File: src/rtl/jogo_sequenciador_if.sv
// Handshake/bus bundle between the game sequencer and the game datapath.
// slave: the sequencer side. master: the datapath or bench side.
interface jogo_sequenciador_if;
  // Requests and round-end indications flowing into the sequencer
  logic       iniciar;
  logic       pausar;
  logic [1:0] nivel_sel;
  logic       ganhou_ponto;
  logic       perdeu_ponto;
  logic [7:0] pontuacao;

  // Control strobes and status flowing out of the sequencer
  logic       conta_nivel;
  logic       reset_ponto;
  logic       reset_nivel;
  logic [3:0] position_led;
  logic [1:0] nivel_dificuldade;
  logic [7:0] rodada;
  logic       fim_jogo;
  logic       venceu;
  logic [2:0] estado;

  modport slave (
    input  iniciar, pausar, nivel_sel, ganhou_ponto, perdeu_ponto, pontuacao,
    output conta_nivel, reset_ponto, reset_nivel, position_led,
           nivel_dificuldade, rodada, fim_jogo, venceu, estado
  );

  modport master (
    output iniciar, pausar, nivel_sel, ganhou_ponto, perdeu_ponto, pontuacao,
    input  conta_nivel, reset_ponto, reset_nivel, position_led,
           nivel_dificuldade, rodada, fim_jogo, venceu, estado
  );
endinterface

File: src/rtl/jogo_sequenciador.sv
// Match sequencer for the LED target game. It steps each match through
// prepare / new round / play / pause / evaluate / end, picks a new target LED
// every round from an 8-bit LFSR, and strobes the datapath counters.
// Every output is a register, so it lines up exactly with the state code.
module jogo_sequenciador #(
  parameter int unsigned META_PONTOS = 10,
  parameter int unsigned MAX_RODADAS = 20,
  parameter logic [7:0]  LFSR_SEED   = 8'hA5
) (
  input  logic               clock,
  input  logic               reset,
  jogo_sequenciador_if.slave bus
);

  typedef enum logic [2:0] {
    OCIOSO      = 3'd0,
    PREPARA     = 3'd1,
    NOVA_RODADA = 3'd2,
    JOGANDO     = 3'd3,
    PAUSA       = 3'd4,
    AVALIA      = 3'd5,
    FIM         = 3'd6
  } estado_t;

  estado_t    st, st_nxt;
  logic [7:0] lfsr;
  logic [7:0] lfsr_shift;
  logic [3:0] alvo;
  logic [3:0] pos_q;
  logic [1:0] nivel_q;
  logic [7:0] rodada_q;
  logic       conta_q, rst_ponto_q, rst_nivel_q, fim_q, venceu_q;
  logic       round_end, start_req;
  logic       atingiu_meta, esgotou_rodadas;

  // Widen both sides to 32 bits so the parameter compares stay unsigned and lint-clean
  logic [31:0] pont_w, rodada_w;
  assign pont_w   = {24'd0, bus.pontuacao};
  assign rodada_w = {24'd0, rodada_q};

  assign atingiu_meta    = (pont_w >= META_PONTOS);
  assign esgotou_rodadas = (rodada_w >= MAX_RODADAS);

  // Simultaneous win/lose pulses merge into one round end
  assign round_end = bus.ganhou_ponto | bus.perdeu_ponto;
  // iniciar only matters while idle or after a finished match
  assign start_req = bus.iniciar & ((st == OCIOSO) | (st == FIM));

  // Next LFSR value: x^8+x^6+x^5+x^4+1, shift left, feedback into bit 0
  assign lfsr_shift = {lfsr[6:0], lfsr[7] ^ lfsr[5] ^ lfsr[4] ^ lfsr[3]};

  // Never repeat the LED just shown: bump a colliding nibble by one (wraps 15->0)
  assign alvo = (lfsr_shift[3:0] == pos_q) ? pos_q + 4'd1 : lfsr_shift[3:0];

  // Next-state decode; round ends win over pause, and pause ignores round ends
  always_comb begin
    st_nxt = st;
    case (st)
      OCIOSO:      if (bus.iniciar) st_nxt = PREPARA;
      PREPARA:     st_nxt = NOVA_RODADA;
      NOVA_RODADA: st_nxt = JOGANDO;
      JOGANDO: begin
        if (round_end)       st_nxt = AVALIA;
        else if (bus.pausar) st_nxt = PAUSA;
      end
      PAUSA:       if (bus.pausar) st_nxt = JOGANDO;
      AVALIA: begin
        if (atingiu_meta || esgotou_rodadas) st_nxt = FIM;
        else                                 st_nxt = NOVA_RODADA;
      end
      FIM:         if (bus.iniciar) st_nxt = PREPARA;
      default:     st_nxt = OCIOSO;
    endcase
  end

  // State, target generator, match bookkeeping and registered strobes
  always_ff @(posedge clock) begin
    if (reset) begin
      st          <= OCIOSO;
      lfsr        <= LFSR_SEED;
      pos_q       <= 4'd0;
      nivel_q     <= 2'd0;
      rodada_q    <= 8'd0;
      conta_q     <= 1'b0;
      rst_ponto_q <= 1'b0;
      rst_nivel_q <= 1'b0;
      fim_q       <= 1'b0;
      venceu_q    <= 1'b0;
    end else begin
      st <= st_nxt;

      // Strobes decoded from the next state so they are high exactly while in that state
      conta_q     <= (st_nxt == JOGANDO);
      rst_ponto_q <= (st_nxt == PREPARA);
      rst_nivel_q <= (st_nxt == PREPARA) || (st_nxt == NOVA_RODADA);
      fim_q       <= (st_nxt == FIM);

      if (start_req) begin
        nivel_q  <= bus.nivel_sel;
        rodada_q <= 8'd0;
        venceu_q <= 1'b0;
      end

      // The LFSR only moves here, so the target holds through play, pause and FIM
      if (st == NOVA_RODADA) begin
        lfsr  <= lfsr_shift;
        pos_q <= alvo;
        if (rodada_q != 8'hFF) rodada_q <= rodada_q + 8'd1;
      end

      // Score is sampled one cycle after the round end so the datapath update is visible
      if (st == AVALIA && st_nxt == FIM) venceu_q <= atingiu_meta;
    end
  end

  assign bus.estado            = st;
  assign bus.conta_nivel       = conta_q;
  assign bus.reset_ponto       = rst_ponto_q;
  assign bus.reset_nivel       = rst_nivel_q;
  assign bus.position_led      = pos_q;
  assign bus.nivel_dificuldade = nivel_q;
  assign bus.rodada            = rodada_q;
  assign bus.fim_jogo          = fim_q;
  assign bus.venceu            = venceu_q;

endmodule

File: src/flat_wrapper.sv
// flat-port wrapper written by rule: the top's interface ports become plain ports
module jogo_sequenciador_flat 
#(
  parameter int unsigned META_PONTOS = 10,
  parameter int unsigned MAX_RODADAS = 20,
  parameter logic [7:0]  LFSR_SEED   = 8'hA5
)
  (clock, reset, bus_iniciar, bus_pausar, bus_nivel_sel, bus_ganhou_ponto, bus_perdeu_ponto, bus_pontuacao, bus_conta_nivel, bus_reset_ponto, bus_reset_nivel, bus_position_led, bus_nivel_dificuldade, bus_rodada, bus_fim_jogo, bus_venceu, bus_estado);
  jogo_sequenciador_if bus_i ();
  input  logic clock;
  input  logic reset;
  input wire logic [$bits(bus_i.iniciar)-1:0] bus_iniciar;
  input wire logic [$bits(bus_i.pausar)-1:0] bus_pausar;
  input wire logic [$bits(bus_i.nivel_sel)-1:0] bus_nivel_sel;
  input wire logic [$bits(bus_i.ganhou_ponto)-1:0] bus_ganhou_ponto;
  input wire logic [$bits(bus_i.perdeu_ponto)-1:0] bus_perdeu_ponto;
  input wire logic [$bits(bus_i.pontuacao)-1:0] bus_pontuacao;
  output wire logic [$bits(bus_i.conta_nivel)-1:0] bus_conta_nivel;
  output wire logic [$bits(bus_i.reset_ponto)-1:0] bus_reset_ponto;
  output wire logic [$bits(bus_i.reset_nivel)-1:0] bus_reset_nivel;
  output wire logic [$bits(bus_i.position_led)-1:0] bus_position_led;
  output wire logic [$bits(bus_i.nivel_dificuldade)-1:0] bus_nivel_dificuldade;
  output wire logic [$bits(bus_i.rodada)-1:0] bus_rodada;
  output wire logic [$bits(bus_i.fim_jogo)-1:0] bus_fim_jogo;
  output wire logic [$bits(bus_i.venceu)-1:0] bus_venceu;
  output wire logic [$bits(bus_i.estado)-1:0] bus_estado;
  assign bus_i.iniciar = bus_iniciar;
  assign bus_i.pausar = bus_pausar;
  assign bus_i.nivel_sel = bus_nivel_sel;
  assign bus_i.ganhou_ponto = bus_ganhou_ponto;
  assign bus_i.perdeu_ponto = bus_perdeu_ponto;
  assign bus_i.pontuacao = bus_pontuacao;
  assign bus_conta_nivel = bus_i.conta_nivel;
  assign bus_reset_ponto = bus_i.reset_ponto;
  assign bus_reset_nivel = bus_i.reset_nivel;
  assign bus_position_led = bus_i.position_led;
  assign bus_nivel_dificuldade = bus_i.nivel_dificuldade;
  assign bus_rodada = bus_i.rodada;
  assign bus_fim_jogo = bus_i.fim_jogo;
  assign bus_venceu = bus_i.venceu;
  assign bus_estado = bus_i.estado;
  jogo_sequenciador #(.META_PONTOS(META_PONTOS), .MAX_RODADAS(MAX_RODADAS), .LFSR_SEED(LFSR_SEED)) u_core (.clock(clock), .reset(reset), .bus(bus_i));
endmodule
File: config.mk
export PLATFORM = sky130hd
export DESIGN_NAME = jogo_sequenciador_flat
export DESIGN_NICKNAME = d
export VERILOG_FILES = /design/src/rtl/jogo_sequenciador_if.sv /design/src/rtl/jogo_sequenciador.sv /design/src/flat_wrapper.sv
export SDC_FILE = /design/constraint.sdc
export NUM_CORES = 1
export LEC_CHECK = 0
export ABC_AREA = 1
export CAP_MARGIN = 30
export CORE_ASPECT_RATIO = 1.1
export CORE_MARGIN = 2
export CORE_UTILIZATION = 39
export CTS_BUF_LIST = sky130_fd_sc_hd__clkbuf_8
export DETAILED_ROUTE_END_ITERATION = 6
export PLACE_DENSITY_LB_ADDON = 0.12
export SETUP_SLACK_MARGIN = 0.1
export SYNTH_ARGS = -nofsm -noshare
export SYNTH_HDL_FRONTEND = slang
export SYNTH_SLANG_ARGS = --single-unit
File: constraint.sdc
create_clock -name clock -period 1.7 [get_ports clock]
set_input_delay 0.17 -clock clock [delete_from_list [all_inputs] [get_ports clock]]
set_output_delay 0.17 -clock clock [all_outputs]
set_load 0.05 [all_outputs]
## Word-level counts from Yosys, hierarchy flattened

Cells that the tools add are included.

- Register bits: 30
- Output and inout bits: 22

- Add/subtract/negate cells: 2
- Muxes and demuxes: 12
- Reduce and logical (&&, ||, !) cells: 6
- Equality and inequality tests: 12
- Magnitude comparators: 2
- Bitwise gates (word level): 6

Operator list:

| operator | number |
|---|---|
| two-way mux 8 bit | 3 |
| one-hot mux 3 bit (6 select lines) | 1 |
| two-way mux 3 bit | 5 |
| equality test 3 x 2 -> 1 bit, second input constant | 4 |
| equality test 3 bit, second input constant | 4 |
| adder 8 x 1 -> 8 bit, second input constant | 1 |
| greater-or-equal comparator 8 x 4 -> 1 bit, second input constant | 1 |
| greater-or-equal comparator 8 x 5 -> 1 bit, second input constant | 1 |
| inequality test 8 bit, second input constant | 1 |
| equality test 3 x 1 -> 1 bit, second input constant | 2 |
| adder 4 x 1 -> 4 bit, second input constant | 1 |
| equality test 4 bit | 1 |
| two-way mux 4 bit | 1 |
| zero test 3 bit | 1 |
| bitwise XOR 1 bit | 3 |
| logical OR 1 bit | 2 |
| two-way mux 1 bit | 2 |
| bitwise OR 1 bit | 2 |
| nonzero test 2 bit | 1 |
| OR reduction 2 bit | 1 |
| bitwise AND 1 bit | 1 |
| logical AND 1 bit | 1 |

## Depth between registers and ports, before layout

- Depth in word-level cells: 7
- Depth in mapped cells: 11

## Worst setup path before layout

No wires, ideal clock.

- Kind: flip-flop to flip-flop
- Start: register u_core.rodada_q[0] (netlist: u_core.bus.rodada[0])
- End: register u_core.rodada_q[2] (netlist: u_core.bus.rodada[2])
- Stages on the path, launching flop included: 10
- Data arrival time: 1.732 ns
- Path slack: -0.103 ns
- Required time: 1.629 ns
- Path buffers: 0
- Clock period less this slack: 1.803 ns
- Path through: dfxtp_1 ha_1 nand2_1 inv_1 nand2_2 nor3_4 a21oi_4 inv_4 nand3_1 a21oi_1

- Word-level cells in the longest chain between the ends: 3

RTL lines:

| item | RTL line | RTL |
|---|---|---|
| start, declared | jogo_sequenciador.sv:31 | `logic [7:0] rodada_q;` |
| start signal, assigned | jogo_sequenciador.sv:108 | `if (rodada_q != 8'hFF) rodada_q <= rodada_q + 8'd1;` |
| adder 8 x 1 -> 8 bit or inequality test 8 bit (tied branches) | jogo_sequenciador.sv:108 |  |
| two-way mux 8 bit * | jogo_sequenciador.sv:108 |  |
| two-way mux 8 bit * | jogo_sequenciador.sv:105 | `if (st == NOVA_RODADA) begin` |

Mark *: on every way between the ends. The rest lies on a longest branch, timed or not.
A chain may end at the register's enable or synchronous reset.

## Worst setup path after layout

- Start: register u_core.rst_nivel_q (netlist: u_core.bus.reset_nivel)
- End: output port bus_reset_nivel

RTL lines:

| item | RTL line | RTL |
|---|---|---|
| start, declared | jogo_sequenciador.sv:32 | `logic conta_q, rst_ponto_q, rst_nivel_q, fim_q, venceu_q;` |
| start signal, assigned | jogo_sequenciador.sv:95 | `rst_nivel_q <= (st_nxt == PREPARA) \|\| (st_nxt == NOVA_RODADA);` |
| end, declared | flat_wrapper.sv:20 | `output wire logic [$bits(bus_i.reset_nivel)-1:0] bus_reset_nivel;` |

No word-level cell between the ends.

==> summary.txt <==
Clocking
  • CTS Sinks: 30
  • Total CTS buffers: 5
  • CTS max path bufs: 2
  • CTS tree: yes
  • H-tree Lvls: 2
  • Worst-skew pair later-pin latency: 280 ps
  • Clk pin slew, worst setup/hold paths: 70 ps
  • CTS root buf: clkbuf_8

Worst setup path
  • Reg2reg end: u_core.bus.rodada[2]
  • Flop2flop setup slack: 190 ps
  • Slowest cell on the critical path: clkdlybuf4s50_1
  • CP Max Fanout: 1
  • CP Capture Type: output pin
  • Worst Path Buf+Inv: 1
  • R2R depth: 9
  • CP Data Required Time: around 1500 ps
  • Crit path launch type: flop
  • Crit Path Category: flop to output pin
  • CP cell instances: clkdlybuf4s50_1
  • RR Startpoint: u_core.bus.rodada[0]
  • Crit path DAT: 1390 ps
  • CP delay by family, top: buffers and inverters
  • CP peak stage delay: 800 ps

Timing
  • Final setup fails: 0
  • Fin crit share: 92.00%
  • Final Hold Viols: 0
  • Slew headroom: 66.29%
  • Fmax: 639.4 MHz
  • Final Critical Period: 1564 ps
  • Setup TNS: 0 ps
  • Clock skew: 6.992 ps
  • Worst-Margin Slew: 504.1 ps
  • RSZ-0062 raised after global routing: true
  • Final Slew Violations: 0

Global routing
  • Total track usage: 17.12%
  • Global-route wire length before repair: 6051 um
  • Grt met2 use: between 20% and 30%
  • Largest net degree at the start of global routing: 21
  • M3 GR Usage: 4.509%
  • Top Usage Layer GRT: met2
  • Vias in the first global route: 1423
  • Grt met1 use: 21.49%
  • Initial antenna violation count: 0
  • Grt ovf: 0

Drt
  • Iter 0 DRT Violations: 74
  • Pre-Repair DR Iteration Count: 4
  • Routed len/inst: roughly 11 um
  • Vias/cell: 4.829
  • Antenna Violating Nets Remaining: 0
  • Via count: roughly 1600
  • Final wirelength: approximately 3600 um
  • DRC viols: 0

Logic synthesis
  • Post-Syn Area: around 1600 um2
  • Post-synthesis cell type count: 28
  • Post-synthesis cell count: 222
  • Yosys warnings: 0
  • Syn avg cell area: between 7 and 8 um2
  • Sequential element share of the synthesized area: 38.55%
  • Mapped Nets: between 200 and 250
  • Post-synthesis sequential element count: 30

Layout
  • Number of fill cells: 400
  • Share of cells above drive strength 1: 18.59%
  • Final net count: 287
  • FF+latch area: 610.6 um2
  • Area delta synth->final: 36.95%
  • Core Util, Final: between 50 and 60%
  • Most frequent cells in the layout: nand2_1 (42), inv_1 (27), dfxtp_1 (26), buf_4 (23), nand3_1 (22)
  • Inserted Diodes: 0
  • Most common cell after layout, fill and taps aside: nand2_1
  • Multi-input gate area: 848.3 um2

Min path
  • Cells on Worst Hold Path: 3
  • Hold Startpoint: bus_nivel_sel[1]
  • Worst hold-check path type: input port to flop
  • Endpoint, Worst Hold: u_core.bus.nivel_dificuldade[1]

Place
  • IO Port Bufs: 36
  • Final Wtd Congestion: 0.8136
  • Hpwl dp: between 2000 and 3000 um

Power
  • PD cells: 1129 nW/um2
  • IR drop worst, VDD: 722.8 uV
  • Leak: 0.9722 nW

Run status
  • Status: finished clean

Floorplan
  • Io pins: 38
  • Full die area: 4517 um2
  • Cell Rows: 24
  • Die Ht: 70.29 um
  • Initial Util: 39.90%
  • Placeable core area: about 4000 um2
  • Die width: 64.26 um

Job
  • Max-cap violations: 0
-- kinds of logic after synthesis --
family	count (synthesis)	synth area share [%]
xor gates and xnor gates	7	3.936
AOI/OAI and AO/OA	45	16.06
buffers and inverters	36	9.076
and+or+nand+nor	101	29.96
adders and majority gates	3	2.410
DFF	30	38.55
-- Yosys cell counts --
library cell  number  area share, %
nand3_2            2            1.3
o21bai_1           1           0.48
xnor2_1            3            1.7
clkbuf_1           3           0.72
o21ai_0           15            4.8
nor2_1            21            5.1
a31oi_1            1           0.40
ha_1               3            2.4
o22ai_1            2           0.80
inv_4              1           0.40
nand4_1            4            1.6
nand3_1           23            7.4
a21oi_1           22            7.1
xor2_1             4            2.2
nand2_1           42             10
nand2_2            2           0.80
inv_2              3           0.72
o21a_1             3            1.4
buf_2              3           0.96
inv_1             26            6.3
nor2_4             1           0.72
nor2_2             1           0.40
and3_1             1           0.40
nor3_4             1            1.0
nand3b_1           1           0.48
a21oi_4            1            1.0
dfxtp_1           30             39
nor3_1             2           0.64
-- area by class of cell --
class	count	area share, %
clock buffer	5	3.226
inverter	30	5.396
sequential	30	28.62
tap	52	3.050
clock inverter	3	1.760
multi-input combinational	156	39.77
timing repair buffer	45	18.18
-- worst min-delay path: stages --
cell and delay, ps:
clkdlybuf4s50_1 390, nand2_1 70, a21oi_1 50
-- per-layer routing --
metal / share of wire [%] / wire (um) / up-vias
met5: 0 / 0 / -
met4: 2.2 / 82 / 0
met3: 4.2 / 155 / 8
met2: 48 / 1737 / 38
met1: 46 / 1673 / 686
li1: - / - / 818
-- stage by stage --
step / area, um2 / setup WS, ps / hold slack [ps] / total power [mW] / std cells
detailed placement: 1949 / 192.7 / 461.3 / 1.715 / 307
global route: 2133 / 51.38 / 466.0 / 2.568 / 321
finish: 2133 / 136.0 / 442.3 / 2.409 / 321
floorplan: 1563 / 125.9 / 269.7 / 1.485 / 222
CTS: 2051 / 111.3 / 434.8 / 2.411 / 315
global placement: 1949 / 186.9 / 453.1 / 1.710 / 307
-- how the worst max path moves through the flow --
stage	startpoint	endpoint	slack [ps]	cells past startpoint
global route	u_core.bus.estado[0]	u_core.bus.reset_nivel	50	8
finish	u_core.bus.reset_nivel	bus_reset_nivel	140	1
global placement	bus_pausar	u_core.bus.conta_nivel	190	6
detailed placement	u_core.bus.estado[0]	u_core.bus.reset_nivel	190	8
floorplan	u_core.bus.rodada[0]	u_core.bus.rodada[3]	130	9
CTS	u_core.bus.reset_nivel	bus_reset_nivel	110	1
-- timing repair --
item                       in CTS  in global routing
hold buffers                    0                  0
buffers inserted                0                  6
gates resized for setup         4                 10
setup endpoints to repair       4                  7
pin swaps                       0                  3
-- flip-flops by register name, summed over array words and instances, names as in the netlist --
signal / cells
u_core.bus.rodada: 8
u_core.bus.conta_nivel: 1
u_core.bus.fim_jogo: 1
u_core.lfsr: 8
u_core.bus.position_led: 4
u_core.bus.nivel_dificuldade: 2
u_core.bus.venceu: 1
u_core.bus.reset_ponto: 1
u_core.bus.estado: 3
u_core.bus.reset_nivel: 1
-- report_power, final --
part	total, mW	internal [mW]	switching [mW]
Combinational	0.817	0.282	0.535
Clock	0.690	0.426	0.264
Sequential	0.902	0.799	0.103
Total	2.41	1.51	0.902
(Power assumes the default switching activity.)
